$ cat src/rtl/mannix_pool_pkg.sv
// Shared types, index width and the compare helper used by every max_pool_pipe stage.
package mannix_pool_pkg;

  localparam int IDX_W  = 16;
  localparam int MAX_DW = 64;

  typedef enum logic {
    ST_IDLE = 1'b0,
    ST_RUN  = 1'b1
  } acc_state_e;

  // Two's-complement order equals unsigned order once the sign bit is inverted.
  function automatic logic val_gt(input logic [MAX_DW-1:0] a,
                                  input logic [MAX_DW-1:0] b,
                                  input int unsigned       dw,
                                  input logic              sgn);
    logic [MAX_DW-1:0] flip;
    flip = sgn ? (MAX_DW'(1) << (dw - 1)) : '0;
    return (a ^ flip) > (b ^ flip);
  endfunction

endpackage

$ cat src/rtl/max_pool_pipe_if.sv
// Beat input stream and window-result output stream of max_pool_pipe.
interface max_pool_pipe_if #(
  parameter int DW = 8,
  parameter int N  = 8
);
  logic                               in_valid;
  logic                               in_ready;
  logic [N*DW-1:0]                    in_data;
  logic                               in_last;
  logic                               out_valid;
  logic                               out_ready;
  logic [DW-1:0]                      out_max;
  logic [mannix_pool_pkg::IDX_W-1:0]  out_idx;

  modport master (
    output in_valid, in_data, in_last, out_ready,
    input  in_ready, out_valid, out_max, out_idx
  );

  modport slave (
    input  in_valid, in_data, in_last, out_ready,
    output in_ready, out_valid, out_max, out_idx
  );
endinterface

$ cat src/rtl/max_node.sv
// One registered compare-select, 1 cycle, holds when en_i is low; b wins only if strictly greater.
// Index ports and register exist only with MAX_POOL_PIPE_ARGMAX_EN defined.
module max_node
  import mannix_pool_pkg::*;
#(
  parameter int DW     = 8,
  parameter int SIGNED = 0
) (
  input  logic             clk,
  input  logic             rst_n,
  input  logic             en_i,
  input  logic [DW-1:0]    a_val_i,
  input  logic [DW-1:0]    b_val_i,
`ifdef MAX_POOL_PIPE_ARGMAX_EN
  input  logic [IDX_W-1:0] a_idx_i,
  input  logic [IDX_W-1:0] b_idx_i,
  output logic [IDX_W-1:0] idx_o,
`endif
  output logic [DW-1:0]    val_o
);
  localparam logic SGN = (SIGNED != 0);

  logic          b_wins;
  logic [DW-1:0] val_q;

  assign b_wins = val_gt(MAX_DW'(b_val_i), MAX_DW'(a_val_i), DW, SGN);

  always_ff @(posedge clk or negedge rst_n) begin
    if (!rst_n) begin
      val_q <= '0;
    end else if (en_i) begin
      val_q <= b_wins ? b_val_i : a_val_i;
    end
  end

  assign val_o = val_q;

`ifdef MAX_POOL_PIPE_ARGMAX_EN
  logic [IDX_W-1:0] idx_q;

  always_ff @(posedge clk or negedge rst_n) begin
    if (!rst_n) begin
      idx_q <= '0;
    end else if (en_i) begin
      idx_q <= b_wins ? b_idx_i : a_idx_i;
    end
  end

  assign idx_o = idx_q;
`endif

endmodule

$ cat src/rtl/max_pool_pipe.sv
// Windowed max over N-lane beats: log2(N) compare levels + accumulate stage, latency log2(N)+1, one beat/cycle.
// Whole pipe holds while out_valid && !out_ready; argmax index only with MAX_POOL_PIPE_ARGMAX_EN defined.
module max_pool_pipe
  import mannix_pool_pkg::*;
#(
  parameter int DW     = 8,
  parameter int N      = 8,
  parameter int SIGNED = 0
) (
  input logic            clk,
  input logic            rst_n,
  max_pool_pipe_if.slave pool
);
  localparam int   LG  = $clog2(N);
  localparam int   CW  = IDX_W - LG;
  localparam logic SGN = (SIGNED != 0);

  logic          adv;
  logic [LG:1]   vld_q;
  logic [LG:1]   last_q;
  logic [DW-1:0] tv [1:2*N-1];
  logic          root_vld;
  logic          root_last;
  logic          take_root;
  logic [DW-1:0] merge_max_d;
  acc_state_e    state_q;
  logic [DW-1:0] acc_max_q;
  logic [DW-1:0] out_max_q;
  logic          out_vld_q;

`ifdef MAX_POOL_PIPE_ARGMAX_EN
  logic             accept;
  logic [IDX_W-1:0] ti [1:2*N-1];
  logic [CW-1:0]    beat_q;
  logic [IDX_W-1:0] merge_idx_d;
  logic [IDX_W-1:0] acc_idx_q;
  logic [IDX_W-1:0] out_idx_q;
`endif

  assign adv           = !(out_vld_q && !pool.out_ready);
  assign pool.in_ready = adv;

  // Heap layout: node i has children 2i (lower lanes) and 2i+1; leaves N..2N-1 are lanes 0..N-1.
  for (genvar k = 0; k < N; k++) begin : g_leaf
    assign tv[N+k] = pool.in_data[k*DW +: DW];
`ifdef MAX_POOL_PIPE_ARGMAX_EN
    assign ti[N+k] = {beat_q, LG'(k)};
`endif
  end

  for (genvar i = 1; i < N; i++) begin : g_node
    max_node #(
      .DW     (DW),
      .SIGNED (SIGNED)
    ) u_node (
      .clk     (clk),
      .rst_n   (rst_n),
      .en_i    (adv),
      .a_val_i (tv[2*i]),
      .b_val_i (tv[2*i+1]),
`ifdef MAX_POOL_PIPE_ARGMAX_EN
      .a_idx_i (ti[2*i]),
      .b_idx_i (ti[2*i+1]),
      .idx_o   (ti[i]),
`endif
      .val_o   (tv[i])
    );
  end

  always_ff @(posedge clk or negedge rst_n) begin
    if (!rst_n) begin
      vld_q  <= '0;
      last_q <= '0;
    end else if (adv) begin
      vld_q[1]  <= pool.in_valid;
      last_q[1] <= pool.in_valid && pool.in_last;
      for (int l = 2; l <= LG; l++) begin
        vld_q[l]  <= vld_q[l-1];
        last_q[l] <= last_q[l-1];
      end
    end
  end

  assign root_vld  = vld_q[LG];
  assign root_last = last_q[LG];

  // Accumulator holds earlier beats, so the tree result must be strictly greater to replace it.
  assign take_root   = (state_q == ST_IDLE) ||
                       val_gt(MAX_DW'(tv[1]), MAX_DW'(acc_max_q), DW, SGN);
  assign merge_max_d = take_root ? tv[1] : acc_max_q;

  always_ff @(posedge clk or negedge rst_n) begin
    if (!rst_n) begin
      state_q   <= ST_IDLE;
      acc_max_q <= '0;
      out_max_q <= '0;
      out_vld_q <= 1'b0;
    end else if (adv) begin
      out_vld_q <= root_vld && root_last;
      if (root_vld) begin
        if (root_last) begin
          state_q   <= ST_IDLE;
          out_max_q <= merge_max_d;
        end else begin
          state_q   <= ST_RUN;
          acc_max_q <= merge_max_d;
        end
      end
    end
  end

  assign pool.out_valid = out_vld_q;
  assign pool.out_max   = out_max_q;

`ifdef MAX_POOL_PIPE_ARGMAX_EN
  assign accept      = pool.in_valid && adv;
  assign merge_idx_d = take_root ? ti[1] : acc_idx_q;

  // Beat number saturates; later beats share the last index but still compete on value.
  always_ff @(posedge clk or negedge rst_n) begin
    if (!rst_n) begin
      beat_q <= '0;
    end else if (accept) begin
      if (pool.in_last) begin
        beat_q <= '0;
      end else if (!(&beat_q)) begin
        beat_q <= beat_q + CW'(1);
      end
    end
  end

  always_ff @(posedge clk or negedge rst_n) begin
    if (!rst_n) begin
      acc_idx_q <= '0;
      out_idx_q <= '0;
    end else if (adv && root_vld) begin
      if (root_last) begin
        out_idx_q <= merge_idx_d;
      end else begin
        acc_idx_q <= merge_idx_d;
      end
    end
  end

  assign pool.out_idx = out_idx_q;
`else
  assign pool.out_idx = '0;
`endif

endmodule

$ cat src/flat_wrapper.sv
// flat-port wrapper written by rule: the top's interface ports become plain ports
module max_pool_pipe_flat import mannix_pool_pkg::*;
#(
  parameter int DW     = 8,
  parameter int N      = 8,
  parameter int SIGNED = 0
)
  (clk, rst_n, pool_in_valid, pool_in_data, pool_in_last, pool_out_ready, pool_in_ready, pool_out_valid, pool_out_max, pool_out_idx);
  max_pool_pipe_if #(.DW(DW), .N(N)) pool_i ();
  input logic clk;
  input logic rst_n;
  input wire logic [$bits(pool_i.in_valid)-1:0] pool_in_valid;
  input wire logic [$bits(pool_i.in_data)-1:0] pool_in_data;
  input wire logic [$bits(pool_i.in_last)-1:0] pool_in_last;
  input wire logic [$bits(pool_i.out_ready)-1:0] pool_out_ready;
  output wire logic [$bits(pool_i.in_ready)-1:0] pool_in_ready;
  output wire logic [$bits(pool_i.out_valid)-1:0] pool_out_valid;
  output wire logic [$bits(pool_i.out_max)-1:0] pool_out_max;
  output wire logic [$bits(pool_i.out_idx)-1:0] pool_out_idx;
  assign pool_i.in_valid = pool_in_valid;
  assign pool_i.in_data = pool_in_data;
  assign pool_i.in_last = pool_in_last;
  assign pool_i.out_ready = pool_out_ready;
  assign pool_in_ready = pool_i.in_ready;
  assign pool_out_valid = pool_i.out_valid;
  assign pool_out_max = pool_i.out_max;
  assign pool_out_idx = pool_i.out_idx;
  max_pool_pipe #(.DW(DW), .N(N), .SIGNED(SIGNED)) u_core (.clk(clk), .rst_n(rst_n), .pool(pool_i));
endmodule
$ cat config.mk
export PLATFORM = sky130hd
export DESIGN_NAME = max_pool_pipe_flat
export DESIGN_NICKNAME = d
export VERILOG_FILES = /design/src/rtl/mannix_pool_pkg.sv /design/src/rtl/max_pool_pipe_if.sv /design/src/rtl/max_node.sv /design/src/rtl/max_pool_pipe.sv /design/src/flat_wrapper.sv
export SDC_FILE = /design/constraint.sdc
export NUM_CORES = 1
export LEC_CHECK = 0
export CAP_MARGIN = 30
export CORE_ASPECT_RATIO = 0.6
export CORE_UTILIZATION = 50
export CTS_CLUSTER_SIZE = 30
export DETAILED_ROUTE_END_ITERATION = 12
export PLACE_DENSITY = 0.82
export SYNTH_ARGS = -nofsm -noshare
export SYNTH_HDL_FRONTEND = slang
export SYNTH_HIERARCHICAL = 1
export SYNTH_SLANG_ARGS = --single-unit
$ cat constraint.sdc
create_clock -name clk -period 2.44 [get_ports clk]
set_input_delay 0.488 -clock clk [delete_from_list [all_inputs] [get_ports clk]]
set_output_delay 0.488 -clock clk [all_outputs]
set_load 0.02 [all_outputs]
## Yosys cells after proc, flatten, opt, wreduce, memory -nomap -nowiden

Index checks and enable logic that the tools add are counted.

| word-level totals | value |
|---|---|
| register bits | 80 |
| logic and storage cells | 42 |
| output and inout bits | 26 |
| input port bits | 69 |

| operators by class | value |
|---|---|
| bitwise logic cells | 3 |
| reduce and logical (&&, ||, !) cells | 9 |
| magnitude comparators | 8 |
| mux-type cells | 9 |

Operators with widths:

| operator | number |
|---|---|
| $gt 8x8->1 | 8 |
| $mux 8 | 8 |
| $reduce_and 3->1 | 2 |
| $logic_and 1x1->1 | 3 |
| $not 1->1 | 3 |
| $logic_not 1->1 | 2 |
| $reduce_and 2->1 | 1 |
| $logic_or 1x1->1 | 1 |
| $mux 1 | 1 |

## Logic depth before layout (Yosys ltp)

| logic depth | value |
|---|---|
| word-level depth | 4 |
| gate-level depth with buffers | 9 |
| depth with buffers taken out | 7 |

## Modules after synthesis

The synthesis kept the hierarchy.

By module, submodules not included:

| module | cells an instance | instances | area each (um^2) | seq. area each (um^2) |
|---|---|---|---|---|
| max_node | 72 | 7 | 609.3 | 200.2 |
| max_pool_pipe | 131 | 1 | 1408.9 | 600.6 |

## Worst setup path before layout

OpenSTA, ideal clock, no wires.

| timing | value |
|---|---|
| kind | reg2reg |
| start point | register u_core.g_node[1].u_node.val_q[1] |
| end point | register u_core.acc_max_q[0] |
| cell stages (with the launch flop) | 8 |
| slack | 411 ps |
| arrival | 1904 ps |
| clock period less this slack | 2029 ps |
| buffers on the path | 1 |
| data required time | 2315 ps |
| library setup time | 125 ps |
| path through | dfrtp_1 ha_1 nor2b_1 o211ai_1 a211o_1 buf_6 a31oi_4 mux2_4 |

| on the way | value |
|---|---|
| longest elaborated chain between the ends | 3 |

RTL lines:

| item | line | RTL |
|---|---|---|
| start: declaration | max_node.sv:24 | `logic [DW-1:0] val_q;` |
| start signal: assignment | max_node.sv:32 | `val_q <= b_wins ? b_val_i : a_val_i;` |
| $gt 8x8->1 | mannix_pool_pkg.sv:19 | `return (a ^ flip) > (b ^ flip);` |
| $logic_or 1x1->1 | max_pool_pipe.sv:88 | `assign take_root = (state_q == ST_IDLE) \|\|` |
| $mux 8 | max_pool_pipe.sv:90 | `assign merge_max_d = take_root ? tv[1] : acc_max_q;` |
| end signal: assignment | max_pool_pipe.sv:106 | `acc_max_q <= merge_max_d;` |
| end: declaration | max_pool_pipe.sv:27 | `logic [DW-1:0] acc_max_q;` |

Every way passes these cells.
A chain may end at the register's enable or synchronous reset.

## Final worst setup path

| timing | value |
|---|---|
| start point | input port pool_in_data[49] |
| end point | register u_core.g_node[7].u_node.val_q[5] |

| on the way | value |
|---|---|
| longest elaborated chain between the ends | 2 |

RTL lines:

| item | line | RTL |
|---|---|---|
| start: declaration | flat_wrapper.sv:13 | `input wire logic [$bits(pool_i.in_data)-1:0] pool_in_data;` |
| $gt 8x8->1 | mannix_pool_pkg.sv:19 |  |
| $mux 8 | max_node.sv:32 |  |
| end signal: assignment | max_node.sv:32 |  |
| end: declaration | max_node.sv:24 |  |

Every way passes these cells.

==> impl_metrics.tcl <==
set metrics [dict create \
    place_ws_ns -0.0708 \
    cp_max_fo 8 \
    drv_slew 0 \
    cts_resized 0 \
    port_buffers 78 \
    fin_area_um2 6830 \
    setup_viol 0 \
    gp_congestion 0.871 \
    cts_root_buf "clkbuf_16" \
    power_density_nw_per_um2 1090 \
    clock_skew_ns 0.00396 \
    rows 29 \
    area_growth_pct 20.4 \
    cts_buffers 9 \
    die_h_um 84.5 \
    grt_setup_unrepaired "false" \
    setup.worst_path.class "input pin to register" \
    drt_first_iter_violations 410 \
    busiest_layer "met2" \
    drc 0 \
    clk_path_buf_depth 2 \
    finalPower_uw 7480 \
    final_core_util_pct 63.2 \
    met3_usage_pct 4.79 \
    ir_drop_uv 452 \
    synth-seq-cells 80 \
    vias 5125 \
    min_period_over_period_pct 91.4 \
    min_path_type "input pin to asynchronous set/reset pin" \
    ys_types 36 \
    ios 95 \
    hpwl_um 10300 \
    regToRegStartpoint "u_core/acc_max_q[7]" \
    cts_setup_buffers 0 \
    clock-sinks 80 \
    yosysTopAreaCell "dfrtp_1" \
    ys_warn_count 6 \
    grtUsageTotal_pct 23.7 \
    finalNetCount 843 \
    grtUsageMet2_pct 38.3 \
    power_leakage_uw 0.00304 \
    wl_per_cell_um 15.7 \
    path_clk_slew_ns 0.06 \
    avgSynthCellArea_um2 8.94 \
    fmax_ghz 0.449 \
    hold_viol_final 0 \
    worst_slew_pin_slew_ns 0.578 \
    relSlewSlack_pct 61.5 \
    die_width_um 140 \
    viasPerCell 6.01 \
    grt_use_met1_pct 32.6 \
    final.fill_count 855 \
    syn-cell-area_um2 5670 \
    initial_core_util_pct 52.5 \
    n_antenna_cell 0 \
    grt_overflow 0 \
    die-area_um2 11800 \
    worst_slack_ns 0.211 \
    crit_path_end_kind "register" \
    synth_seq_area_share_pct 35.3 \
    cp_data_required_time_ns 2.68 \
    dpl_cell_area_um2 6550 \
    core_um2 10800 \
    cts_htree_levels 3 \
    grt_pass1_vias 4868 \
    synthCells 635 \
    layout.area.seq_um2 2000 \
    synth_edf_count 0 \
    worstSetupStartpointType "input pin" \
    grt_first_pass_wirelength_um 22800 \
    drive_gt1_share_pct 10.2 \
    drt_wl_total_um 13400 \
    clkLatencyLatePin_ns 0.34 \
    antenna_found_initial 0 \
    grt_max_degree 114 \
    cp.arrival_ns 2.47 \
    ant_nets 0 \
    ys_async_sr_fraction_pct 100 \
    multi_input_area_um2 3260 \
    drv_cap 0 \
    synth_area_leaders "dfrtp_1 (35%), ha_1 (14%), a31oi_1 (7.1%), nand3_1 (5.1%), o21ai_0 (5.1%)" \
    period_needed_ns 2.23 \
    cts_tree "built" \
    synth_top_area_share_pct 35.3 \
    ctsHoldBuffers 0 \
    status "complete, no violations" \
    crit_path_start "pool_in_data[49]" \
    drt_pass1_iterations 7 \
    synth-main-ff-cell "dfrtp_1" \
]
[per-layer routing]
layer	part of all wire [%]	routed length, µm
met4	1.5	201
met1	47	6320
met5	0	0
met3	5.8	778
met2	46	6100
[state kept, by name, summed over array words and instances, names as in the netlist]
| name | count |
|---|---|
| u_core/g_node.u_node/val_o | 56 |
| u_core/acc_max_q | 8 |
| u_core/pool.out_max | 8 |
| u_core/last_q | 3 |
| u_core/vld_q | 3 |
| u_core/pool.out_valid | 1 |
| u_core/state_q | 1 |
[worst paths after layout]
path / to / slack, ns / depth (start not counted)
worst max register to register: u_core/acc_max_q[1] / 0.36 / 7
worst min-delay path: u_core/pool.out_valid / 0.12 / 1
worst max-delay path: u_core/g_node[7].u_node/val_o[5] / 0.21 / 8
worst min register to register: u_core/vld_q[2] / 0.50 / 1
max in group asynchronous: u_core/g_node[4].u_node/val_o[7] / 1.72 / 2
min in group clk: u_core/vld_q[2] / 0.50 / 1
[logic make-up (layout without fill, tap and decap cells)]
group	count (synthesis)	after routing	share of synthesized area (%)
AOI/OAI and AO/OA	202	202	23.2
and+or+nand+nor	166	166	16.4
buffers and inverters	109	173	8.45
DFF	80	80	35.3
adders and majority gates	64	64	14.1
muxes	13	13	2.49
other	1	16	0.0661
[through the flow]
step / std cells / hold slack (ns) / TNS [ns]
after detailed placement: 838 / 0.499 / -0.0794
after floorplan: 650 / 0.192 / 0
after global routing: 853 / 0.165 / 0
after CTS: 853 / 0.142 / 0
final: 853 / 0.120 / 0
after global placement: 838 / 0.484 / 0
[area by class of cell]
cell class / instances / share of cell area, %
Sequential cell: 80 / 29.3
Timing Repair Buffer: 86 / 12.4
Multi-Input combinational cell: 461 / 47.7
Clock buffer: 12 / 3.46
Tap cell: 139 / 2.54
Inverter: 72 / 3.95
Clock inverter: 3 / 0.641
[synthesized netlist by cell type, types with 9 or more instances]
master / n
clkbuf_1: 11
nor2_1: 58
dfrtp_1: 80
ha_1: 64
a31oi_1: 64
a21oi_1: 25
inv_1: 72
o21ai_0: 58
nand3_1: 58
buf_4: 16
nand2_1: 9
[critical path, stage by stage]
cell and delay (ns):
clkdlybuf4s50_1 0.49, inv_1 0.06, ha_1 0.30, nor2b_1 0.14
o211ai_1 0.13, a211oi_2 0.45, o21ai_0 0.18, a31oi_1 0.24
[cell usage in the layout (no fill, tap or decap), types with 8 or more instances in the layout]
master / Yosys / routed
o21ai_0: 58 / 58
nand2_1: 9 / 9
o211ai_1: 8 / 8
o22a_1: 8 / 8
ha_1: 64 / 64
clkdlybuf4s50_1: 0 / 77
a41o_1: 8 / 8
nor2b_1: 8 / 8
nand3_1: 58 / 58
buf_4: 16 / 8
nor2_1: 58 / 58
inv_1: 72 / 72
dfrtp_1: 80 / 80
clkbuf_16: 0 / 9
a21oi_1: 25 / 25
a31oi_1: 64 / 64
o21ai_2: 8 / 8
conb_1: 1 / 16
nand4_1: 8 / 8
[power breakdown]
group,internal (µW),switching (µW),total (µW)
clock network,787,506,1290
registers,1910,523,2430
logic,1640,2120,3750
total,4330,3150,7480
No activity file was read; power rests on OpenSTA's default activity.
